## config.mk

```make
export PLATFORM = sky130hd
export DESIGN_NAME = lisa_autobaud
export DESIGN_NICKNAME = d
export VERILOG_FILES = /design/src/rtl/lisa_autobaud_pkg.sv /design/src/rtl/lisa_autobaud_sync.sv /design/src/rtl/lisa_autobaud.sv
export SDC_FILE = /design/constraint.sdc
export NUM_CORES = 1
export LEC_CHECK = 0
export ABC_AREA = 1
export BUFFER_PORTS_ARGS = -buffer_cell sky130_fd_sc_hd__clkbuf_2
export CAP_MARGIN = 0
export CORE_ASPECT_RATIO = 1.25
export CORE_MARGIN = 3
export CORE_UTILIZATION = 50
export DETAILED_ROUTE_END_ITERATION = 10
export PLACE_DENSITY_LB_ADDON = 0.15
export SYNTH_ARGS = -nofsm -noshare
export SYNTH_HDL_FRONTEND = slang
export SYNTH_SLANG_ARGS = --single-unit
```

## constraint.sdc

```tcl
create_clock -name i_clk -period 6 [get_ports i_clk]
set_clock_uncertainty 0.05 [all_clocks]
set_input_delay 1.2 -clock i_clk [delete_from_list [all_inputs] [get_ports i_clk]]
set_output_delay 1.2 -clock i_clk [all_outputs]
set_load 0.005 [all_outputs]
```

## src/rtl/lisa_autobaud_pkg.sv

```systemverilog
// Shared types and constants for the LISA autobaud detector.
//   state_e      - measurement FSM states
//   TolShift     - interval tolerance is I0 >> TolShift
//   round_add()  - rounding term added to the 8-bit-period count T
//   round_shift()- shift that turns the rounded T into clocks per oversample tick
package lisa_autobaud_pkg;

  typedef enum logic [2:0] {
    StIdle,
    StArmed,
    StMeasure,
    StCheck,
    StLocked,
    StErr
  } state_e;

  localparam int unsigned TolShift = 2;

  // T spans 8 bits of OSR ticks each, so a shift of OSR_LOG2+3 gives clocks per tick;
  // adding half of that divisor rounds to nearest.
  function automatic int unsigned round_add(input int unsigned osr_log2);
    return 1 << (osr_log2 + 2);
  endfunction

  function automatic int unsigned round_shift(input int unsigned osr_log2);
    return osr_log2 + 3;
  endfunction

endpackage

```

## src/rtl/lisa_autobaud_sync.sv

```systemverilog
// Two-flop synchronizer with a registered falling-edge detector for an async line.
//   i_clk, i_rst_n - clock, synchronous active-low reset
//   i_async        - asynchronous input, idle high
//   o_level        - synchronized level
//   o_fall         - one-cycle pulse, three clocks after a falling pin edge
module lisa_autobaud_sync (
  input  logic i_clk,
  input  logic i_rst_n,
  input  logic i_async,
  output logic o_level,
  output logic o_fall
);

  logic r_s1, r_s2, r_s3, r_fall;

  always_ff @(posedge i_clk) begin
    if (!i_rst_n) begin
      // Reset to the idle-high level so reset release does not look like an edge.
      r_s1   <= 1'b1;
      r_s2   <= 1'b1;
      r_s3   <= 1'b1;
      r_fall <= 1'b0;
    end else begin
      r_s1   <= i_async;
      r_s2   <= r_s1;
      r_s3   <= r_s2;
      r_fall <= r_s3 & ~r_s2;
    end
  end

  assign o_level = r_s2;
  assign o_fall  = r_fall;

endmodule

```

## src/rtl/lisa_autobaud.sv

```systemverilog
// Autobaud detector: measures a 0x55 sync character on i_rxd and drives the divider
// for the debug baud-rate generator.
//   i_clk, i_rst_n - clock, synchronous active-low reset
//   i_rxd          - async serial line, idle high
//   i_restart      - one-cycle request to drop the lock and re-measure
//   o_baud_div     - divider value (DEFAULT_DIV until first lock)
//   o_baud_set     - high while o_baud_div holds a measured value
//   o_locked       - high in the locked state
//   o_err          - sticky measurement failure flag
module lisa_autobaud
  import lisa_autobaud_pkg::*;
#(
  parameter int unsigned OSR_LOG2    = 3,
  parameter int unsigned DIV_W       = 7,
  parameter int unsigned CNT_W       = 16,
  parameter int unsigned IDLE_CLKS   = 64,
  parameter int unsigned DEFAULT_DIV = 3
) (
  input  logic             i_clk,
  input  logic             i_rst_n,
  input  logic             i_rxd,
  input  logic             i_restart,
  output logic [DIV_W-1:0] o_baud_div,
  output logic             o_baud_set,
  output logic             o_locked,
  output logic             o_err
);

  localparam int unsigned IdleW    = $clog2(IDLE_CLKS + 1);
  localparam int unsigned RndAdd   = round_add(OSR_LOG2);
  localparam int unsigned RndShift = round_shift(OSR_LOG2);
  localparam logic [CNT_W:0] QMax  = (CNT_W+1)'(2 ** DIV_W);

  logic w_level, w_fall;

  lisa_autobaud_sync u_sync (
    .i_clk   (i_clk),
    .i_rst_n (i_rst_n),
    .i_async (i_rxd),
    .o_level (w_level),
    .o_fall  (w_fall)
  );

  state_e             r_state, w_state_nxt;
  logic [IdleW-1:0]   r_idle, w_idle_nxt;
  logic [CNT_W-1:0]   r_cnt, w_cnt_nxt, r_ivl, w_ivl_nxt;
  logic [CNT_W-1:0]   r_i0, w_i0_nxt, r_t, w_t_nxt;
  logic [2:0]         r_edge, w_edge_nxt;
  logic [DIV_W-1:0]   r_div, w_div_nxt;
  logic               r_set, w_set_nxt, r_locked, w_locked_nxt, r_err, w_err_nxt;

  // Counts include the current cycle, so T comes out as exactly 8 bit periods.
  logic [CNT_W-1:0] w_cnt_inc, w_ivl_inc, w_diff;
  logic             w_ivl_ok;
  logic [CNT_W:0]   w_sum, w_q;
  logic             w_q_ok;

  assign w_cnt_inc = r_cnt + CNT_W'(1);
  assign w_ivl_inc = r_ivl + CNT_W'(1);
  assign w_diff    = (w_ivl_inc >= r_i0) ? (w_ivl_inc - r_i0) : (r_i0 - w_ivl_inc);
  assign w_ivl_ok  = (w_diff <= (r_i0 >> TolShift));
  assign w_sum     = {1'b0, r_t} + (CNT_W+1)'(RndAdd);
  assign w_q       = w_sum >> RndShift;
  assign w_q_ok    = (w_q != '0) && (w_q <= QMax);

  always_ff @(posedge i_clk) begin
    if (!i_rst_n) begin
      r_state <= StIdle;
      r_idle  <= '0;
      r_cnt   <= '0;
      r_ivl   <= '0;
      r_i0    <= '0;
      r_t     <= '0;
      r_edge  <= '0;
      r_div   <= DIV_W'(DEFAULT_DIV);
      r_set   <= 1'b0;
      r_locked <= 1'b0;
      r_err   <= 1'b0;
    end else begin
      r_state <= w_state_nxt;
      r_idle  <= w_idle_nxt;
      r_cnt   <= w_cnt_nxt;
      r_ivl   <= w_ivl_nxt;
      r_i0    <= w_i0_nxt;
      r_t     <= w_t_nxt;
      r_edge  <= w_edge_nxt;
      r_div   <= w_div_nxt;
      r_set   <= w_set_nxt;
      r_locked <= w_locked_nxt;
      r_err   <= w_err_nxt;
    end
  end

  always_comb begin
    w_state_nxt  = r_state;
    w_idle_nxt   = r_idle;
    w_cnt_nxt    = r_cnt;
    w_ivl_nxt    = r_ivl;
    w_i0_nxt     = r_i0;
    w_t_nxt      = r_t;
    w_edge_nxt   = r_edge;
    w_div_nxt    = r_div;
    w_set_nxt    = r_set;
    w_locked_nxt = r_locked;
    w_err_nxt    = r_err;

    if (i_restart) begin
      w_state_nxt  = StIdle;
      w_idle_nxt   = '0;
      w_set_nxt    = 1'b0;
      w_locked_nxt = 1'b0;
      w_err_nxt    = 1'b0;
    end else begin
      case (r_state)
        StIdle: begin
          if (!w_level) begin
            w_idle_nxt = '0;
          end else if (r_idle == IdleW'(IDLE_CLKS - 1)) begin
            w_idle_nxt  = '0;
            w_state_nxt = StArmed;
          end else begin
            w_idle_nxt = r_idle + IdleW'(1);
          end
        end
        StArmed: begin
          if (w_fall) begin
            w_cnt_nxt   = '0;
            w_ivl_nxt   = '0;
            w_edge_nxt  = 3'd1;
            w_state_nxt = StMeasure;
          end
        end
        StMeasure: begin
          w_cnt_nxt = w_cnt_inc;
          w_ivl_nxt = w_ivl_inc;
          if (r_cnt == '1) begin
            w_state_nxt = StErr;
          end else if (w_fall) begin
            w_ivl_nxt  = '0;
            w_edge_nxt = r_edge + 3'd1;
            if (r_edge == 3'd1) begin
              w_i0_nxt = w_ivl_inc;
            end else if (!w_ivl_ok) begin
              w_state_nxt = StErr;
            end else if (r_edge == 3'd4) begin
              w_t_nxt     = w_cnt_inc;
              w_state_nxt = StCheck;
            end
          end
        end
        StCheck: begin
          if (w_q_ok) begin
            w_div_nxt    = DIV_W'(w_q - (CNT_W+1)'(1));
            w_set_nxt    = 1'b1;
            w_locked_nxt = 1'b1;
            w_state_nxt  = StLocked;
          end else begin
            w_state_nxt = StErr;
          end
        end
        StLocked: ;
        StErr:    w_state_nxt = StIdle;
        default:  w_state_nxt = StIdle;
      endcase

      // Raise the flag in the same edge that enters ERR so outputs stay registered.
      if (w_state_nxt == StErr) begin
        w_err_nxt    = 1'b1;
        w_set_nxt    = 1'b0;
        w_locked_nxt = 1'b0;
      end
    end
  end

  assign o_baud_div = r_div;
  assign o_baud_set = r_set;
  assign o_locked   = r_locked;
  assign o_err      = r_err;

endmodule

```

=== After elaboration in Yosys (flattened, before gate mapping) ===
Index checks and enable logic that the tools add are counted.

* Input port bits: 4
* Output and inout bits: 10
* Flip-flop bits (word level): 90
* Logic and storage cells: 78

* Muxes and demuxes: 23
* Order comparisons: 3
* Reductions and logical operators: 12
* Bitwise operators: 6
* Equality and inequality tests: 12
* $add $sub $neg: 8

{| class="wikitable"
|+ Operator list
! kind !! number
|-
| 16-bit two-way mux || 4
|-
| 16-bit case mux with 2 select lines || 2
|-
| 3-bit two-way mux || 12
|-
| 16-bit by 1-bit adder with 16-bit output, second input constant || 2
|-
| 16-bit subtractor || 2
|-
| 16-bit by 6-bit adder with 17-bit output, second input constant || 1
|-
| 17-bit nonzero test || 1
|-
| 16-bit equality test, second input constant || 1
|-
| 16-bit >= comparator || 1
|-
| 16-bit by 14-bit less-or-equal comparator with 1-bit output || 1
|-
| 3-bit case mux with 5 select lines || 1
|-
| 7-bit two-way mux || 2
|-
| 11-bit by 8-bit less-or-equal comparator with 1-bit output, second input constant || 1
|-
| 5-bit AND reduction || 2
|-
| 3-bit equality test, second input constant || 3
|-
| 7-bit by 1-bit adder with 7-bit output, second input constant || 1
|-
| 7-bit by 6-bit equality test with 1-bit output, second input constant || 1
|-
| 7-bit AND reduction || 1
|-
| 7-bit by 1-bit subtractor with 7-bit output, second input constant || 1
|-
| 3-bit by 1-bit equality test with 1-bit output, second input constant || 2
|-
| 3-bit by 2-bit equality test with 1-bit output, second input constant || 2
|-
| 3-bit case mux with 2 select lines || 1
|-
| 3-bit AND reduction || 2
|-
| 1-bit NOT || 5
|-
| other kinds (11) || 12
|}

=== Logic depth before layout (Yosys ltp) ===
* Depth in word-level cells: 12
* Mapped depth: 41
* Depth with buffers taken out: 39

=== By module ===
From an unflattened synthesis, not the netlist that was laid out.

* Cells, all modules: 900
* Area, all modules: 5987.0 um^2

{| class="wikitable"
|+ By module, submodules not included
! module !! area each (um^2) !! instances !! cells each !! seq. area each (um^2)
|-
| lisa_autobaud || 5871.9 || 1 || 888 || 1621.6
|-
| lisa_autobaud_sync || 115.1 || 1 || 12 || 80.1
|}

=== Worst setup path before layout ===
OpenSTA, ideal clock, no wires.

* Path type: register -> register
* Start: reg r_ivl[0]
* End: reg r_err (netlist: o_err)
* Setup slack: 1.310 ns
* Required time: 5.880 ns
* Cell stages (with the launch flop): 39
* Arrival time: 4.571 ns
* Buffers on the path: 2
* Period minus slack after synthesis: 4.690 ns
* Library setup time: 0.070 ns
* Path through: dfxtp_1 ha_1 nand3_1 nor2_1 nand2_1 nor3_2 nand3_1 inv_1 nand2_1 nor2_1 nand3_1 xnor2_2 ha_1 clkbuf_1 nand2_1 nor3_2 nand2_1 nand3_2 [3 not listed] o221ai_1 xnor2_1 inv_1 ha_1 nand4_1 nor2_1 nand2_1 nand3b_1 nand2_1 nand2_1 nand2_1 nand2_1 nand2_1 nand2_1 nand2_1 nand2_1 nand2_1 a21oi_1

* Word-level cells in the longest chain between the ends: 11
* Elaborated cells between the ends (all ways): 13
* Those cells by class: add/sub (3); order compare (2); eq/ne (1); mux (7)

{| class="wikitable"
|+ Ends and longest elaborated chain
! item !! RTL line !! text
|-
| from (decl) || lisa_autobaud.sv:46 || <nowiki>logic [CNT_W-1:0] r_cnt, w_cnt_nxt, r_ivl, w_ivl_nxt;</nowiki>
|-
| from (signal assigned) || lisa_autobaud.sv:83 || <nowiki>r_ivl <= w_ivl_nxt;</nowiki>
|-
| 16-bit by 1-bit adder with 16-bit output (*) || lisa_autobaud.sv:59 || <nowiki>assign w_ivl_inc = r_ivl + CNT_W'(1);</nowiki>
|-
| via w_ivl_inc[14] || lisa_autobaud.sv:53 || <nowiki>logic [CNT_W-1:0] w_cnt_inc, w_ivl_inc, w_diff;</nowiki>
|-
| 16-bit subtractor / 16-bit >= comparator (equally long branches) || lisa_autobaud.sv:60 || <nowiki>assign w_diff = (w_ivl_inc >= r_i0) ? (w_ivl_inc - r_i0) : (r_i0 - w_ivl_inc);</nowiki>
|-
| 16-bit two-way mux (*) || lisa_autobaud.sv:60 ||
|-
| 16-bit by 14-bit less-or-equal comparator with 1-bit output (*) || lisa_autobaud.sv:61 || <nowiki>assign w_ivl_ok = (w_diff <= (r_i0 >> TolShift));</nowiki>
|-
| 3-bit two-way mux (*) || lisa_autobaud.sv:143 || <nowiki>end else if (!w_ivl_ok) begin</nowiki>
|-
| 3-bit two-way mux (*) || lisa_autobaud.sv:141 || <nowiki>if (r_edge == 3'd1) begin</nowiki>
|-
| 3-bit two-way mux (*) || lisa_autobaud.sv:138 || <nowiki>end else if (w_fall) begin</nowiki>
|-
| 3-bit two-way mux (*) || lisa_autobaud.sv:136 || <nowiki>if (r_cnt == '1) begin</nowiki>
|-
| 3-bit case mux with 5 select lines (*) || lisa_autobaud.sv:114 || <nowiki>case (r_state)</nowiki>
|-
| 3-bit two-way mux (*) || lisa_autobaud.sv:107 || <nowiki>if (i_restart) begin</nowiki>
|-
| 3-bit equality test (*) || lisa_autobaud.sv:167 || <nowiki>if (w_state_nxt == StErr) begin</nowiki>
|-
| to (signal assigned) || lisa_autobaud.sv:90 || <nowiki>r_err <= w_err_nxt;</nowiki>
|-
| to (decl) || lisa_autobaud.sv:50 || <nowiki>logic r_set, w_set_nxt, r_locked, w_locked_nxt, r_err, w_err_nxt;</nowiki>
|}

Mark *: on every way through the listed nets, which the timed path passes. The rest lies on a longest branch. The select of a mux whose other input is x is not followed.
A chain may end at the register's enable or synchronous reset.

=== Final worst setup path ===
Ends and elaborated chain as after synthesis.

==> metrics.md <==
| Metric | Value |
|---|---|
| Main combinational cell family by area after synthesis | simple AND/OR/NAND/NOR gates |
| DR vias/cell | 4.95 |
| Syn Inst Count | roughly 900 |
| Layout area overhead | 8.65% |
| Part of the cycle the worst path needs | 0.886 |
| Finished Layout Cells | 1077 |
| Mux contribution to synthesized area | 0.00166 |
| Dominant synthesized flop cell | dfxtp_1 |
| Top cell type's share of synthesized area | 0.282 |
| Initial Utilization | 0.515 |
| Synth warn | 0 |
| Slew @ Worst Pin | approximately 1000 ps |
| Syn Std Cell Area | 6040 sq um |
| Total I/O pin count | 14 |
| Worst R2R End | o_err |
| PwrDens | 168 nW/um^2 |
| CTS Root Cell | clkbuf_16 |
| Compound-cell area share of the yosys netlist | 0.153 |
| Syn avg cell area | 6.71 sq um |
| Syn_nets | 960 |
| Final ANT Viol Nets | 0 |
| Num CTS Buffers | 9 |
| Iter 0 DRT Violations | between 200 and 300 |
| Min-Delay Path Class | flip-flop to flip-flop |
| Core area | 11700 sq um |
| Max incr delay on CP | 430 ps |
| H-tree depth | 3 |
| Worst R2R Setup Slack | slightly below 700 ps |
| Setup TNS | 0 ps |
| Post-synth EDFFs | 0 |
| Final Max Tran Viols | 0 |
| Crit path capture | o_err |
| Half-perimeter wire length after placement | 10.6 mm |
| CP Launch Type | flip-flop |
| Commonest non-fill, non-tap cell in the layout | nand2_1 |
| Clk slew on worst S/H paths | approximately 60 ps |
| Synth area leaders | dfxtp_1, nand2_1, ha_1, inv_1, a21oi_1 |
| CP Class | flip-flop to flip-flop |
| Top cell by count, worst path | nand2_1 |
| Clk_lat worst skew | 340 ps |
| CP Capture Type | flip-flop |
| Worst vdd ir | 0.164 mV |
| FP Rows | 44 |
| Vias in the first global route | 5131 |
| Unique masters post-synth | 44 |
| Post-Route WL | 13.5 mm |
| Gp weighted congestion | 0.916 |
| Fillers | around 1200 |
| Pre-Repair DR Iteration Count | 7 |
| XOR/XNOR Fraction of Synth Area | 0.0675 |
| Leak | 3.12 nW |
| CTS tree | done |
| Post-synthesis adder-cell area fraction | 0.116 |
| Largest net degree at the start of global routing | 38 |
| I/O Buffers | 13 |
| Outcome | finished, final reports clean |
| Worst Reg2Reg Path Length in Cells | 35 |
| Crit path DAT | 5540 ps |
| Fraction of layout cells with a size suffix above 1 | 0.0753 |
| Post-Synth Simple-Gate Area | 0.266 |
| Biggest area consumer among synthesized cells | dfxtp_1 |
| Sequential area share after synthesis | 0.282 |
| RR Startpoint | r_ivl[0] |
| Tmin final | 5320 ps |
| Setup violators final | 0 |
| Final hold vios | 0 |
| Die extent in x | about 100 microns |
| Rel. slew slack | 0.327 |
| Initial antenna violation count | 0 |
| Max clock buf depth | 2 |
| Detailed-route via count | 5335 |
| Gr usage total | 0.209 |
| Max-cap check violation count | 0 |
| Worst path slowest cell | dfxtp_1 |
| Critical Path RT | 6220 ps |
| Leading cell types in the layout, fill and taps excluded | nand2_1, inv_1, a21oi_1 |
| Die area | 13500 sq um |
| RSZ-0062 raised after global routing | no |
| Die H | 129 microns |
| Wire length per cell | 12.6 microns |
| ANT cells | 0 |
| # nets final | 970 |
| Total grt overflow | 0 |
| Clock sink count | 85 |
| Largest fanout on the critical path | 11 |
| Dpl cells | between 1000 and 1500 |
| #FFs+latches synth | 85 |
| Drt drc | 0 |
| Ys async rst share | 0 |
| Fmax achieved | between 150 and 200 MHz |
| First-pass GRT wire length | 23.2 mm |
| Critical Path Source | r_ivl[0] |
## worst max-delay path: cells and delay by family (launching register included)
kind / cells / cell delay (ps)
adder cells (fa/ha/maj): 3 / 910
XOR/XNOR: 2 / 350
AND/OR/NAND/NOR: 24 / 2580
buffers and inverters: 3 / 360
AO/OA/AOI/OAI: 3 / 600
flip-flops: 1 / 430
## cell usage after synthesis (2+ instances only)
cell type  instances
fa_1               2
o21ai_1            4
nor2_4             2
inv_2              2
inv_1            155
o211ai_1           2
or2_2              4
a211oi_1           9
nand3_2            5
buf_2              5
nand3_1           31
nor3_2             4
a21oi_1           94
ha_1              53
o21bai_1           4
xor2_1            34
buf_4              4
o21ai_0           50
dfxtp_1           85
nor3b_1            4
xnor2_1            7
nor3_1            12
o22ai_1            2
xnor2_2            3
clkbuf_1          10
nor2_1            70
nand2_1          215
nand2_2            6
nand3b_1           3
a31oi_1            2
nand4_1            4
nor2_2             2
## flip-flops by register name, summed over array words and instances (netlist names), 3 cells and up
signal / flops
r_idle: 7
r_state: 3
r_t: 11
o_baud_div: 7
r_cnt: 16
r_i0: 16
r_ivl: 16
r_edge: 3
## where the power goes
part	switching [mW]	internal [mW]	total [mW]
Sequential	0.00107	0.566	0.567
Combinational	0.0141	0.00505	0.0192
Clock	0.216	0.303	0.518
Total	0.231	0.874	1.10
## cells by family after synthesis
logic type,count (synthesis)
mux,1
simple gates,366
buf+inv,178
flops,85
fa+ha+maj,55
compound gates,172
xor+xnor,44
## final cells by class
| type | count | area [sq um] | share of cell area |
|---|---|---|---|
| sequential | 85 | 1700 | 0.259 |
| clock buffer | 13 | 260 | 0.0396 |
| clock inverter | 3 | 20.0 | 0.00305 |
| tap | 161 | 201 | 0.0307 |
| inverter | 158 | 597 | 0.0909 |
| timing repair buffer | 18 | 103 | 0.0156 |
| multi-input combinational | 639 | 3680 | 0.561 |
## stage by stage
step                      total power [mW]  setup slack (ps)  utilization  hold slack [ps]  instance area [sq um]
after floorplan                      0.593              1310            -              343                   6040
after global placement               0.599               518        0.531              344                   6230
after detailed placement             0.599               451        0.531              351                   6230
after CTS                             1.12               406        0.555              360                   6510
after global routing                  1.14              15.5        0.560              378                   6570
final                                 1.10               681        0.560              356                   6570
## worst min-delay path by stage
| stage | cells past startpoint | to | start | slack (ps) |
|---|---|---|---|---|
| after floorplan | 1 | u_sync.o_level | u_sync.r_s1 | 340 |
| after global placement | 1 | u_sync.o_level | u_sync.r_s1 | 340 |
| after detailed placement | 2 | u_sync.o_fall | u_sync.r_s3 | 350 |
| after CTS | 2 | u_sync.o_fall | u_sync.r_s3 | 360 |
| after global routing | 1 | u_sync.o_level | u_sync.r_s1 | 380 |
| final | 2 | u_sync.o_fall | u_sync.r_s3 | 360 |
## metal layers
layer / vias up / track usage / share of wire / wire length (microns)
met5: - / 0 / 0 / 0
met4: 0 / 0.0814 / 0.027 / 359
met3: 21 / 0.0216 / 0.024 / 322
met2: 64 / 0.389 / 0.50 / 6790
met1: 2369 / 0.247 / 0.45 / 6080
li1: 2881 / - / - / -
## repair_timing
action | in CTS | in global routing
hold buffers | 0 | 0
buffers inserted | 0 | 3
endpoints found under the setup margin | 0 | 16
gates resized for setup | 0 | 6
endpoints found under the hold margin | 0 | 0
Power figures use the tool's default switching activity.
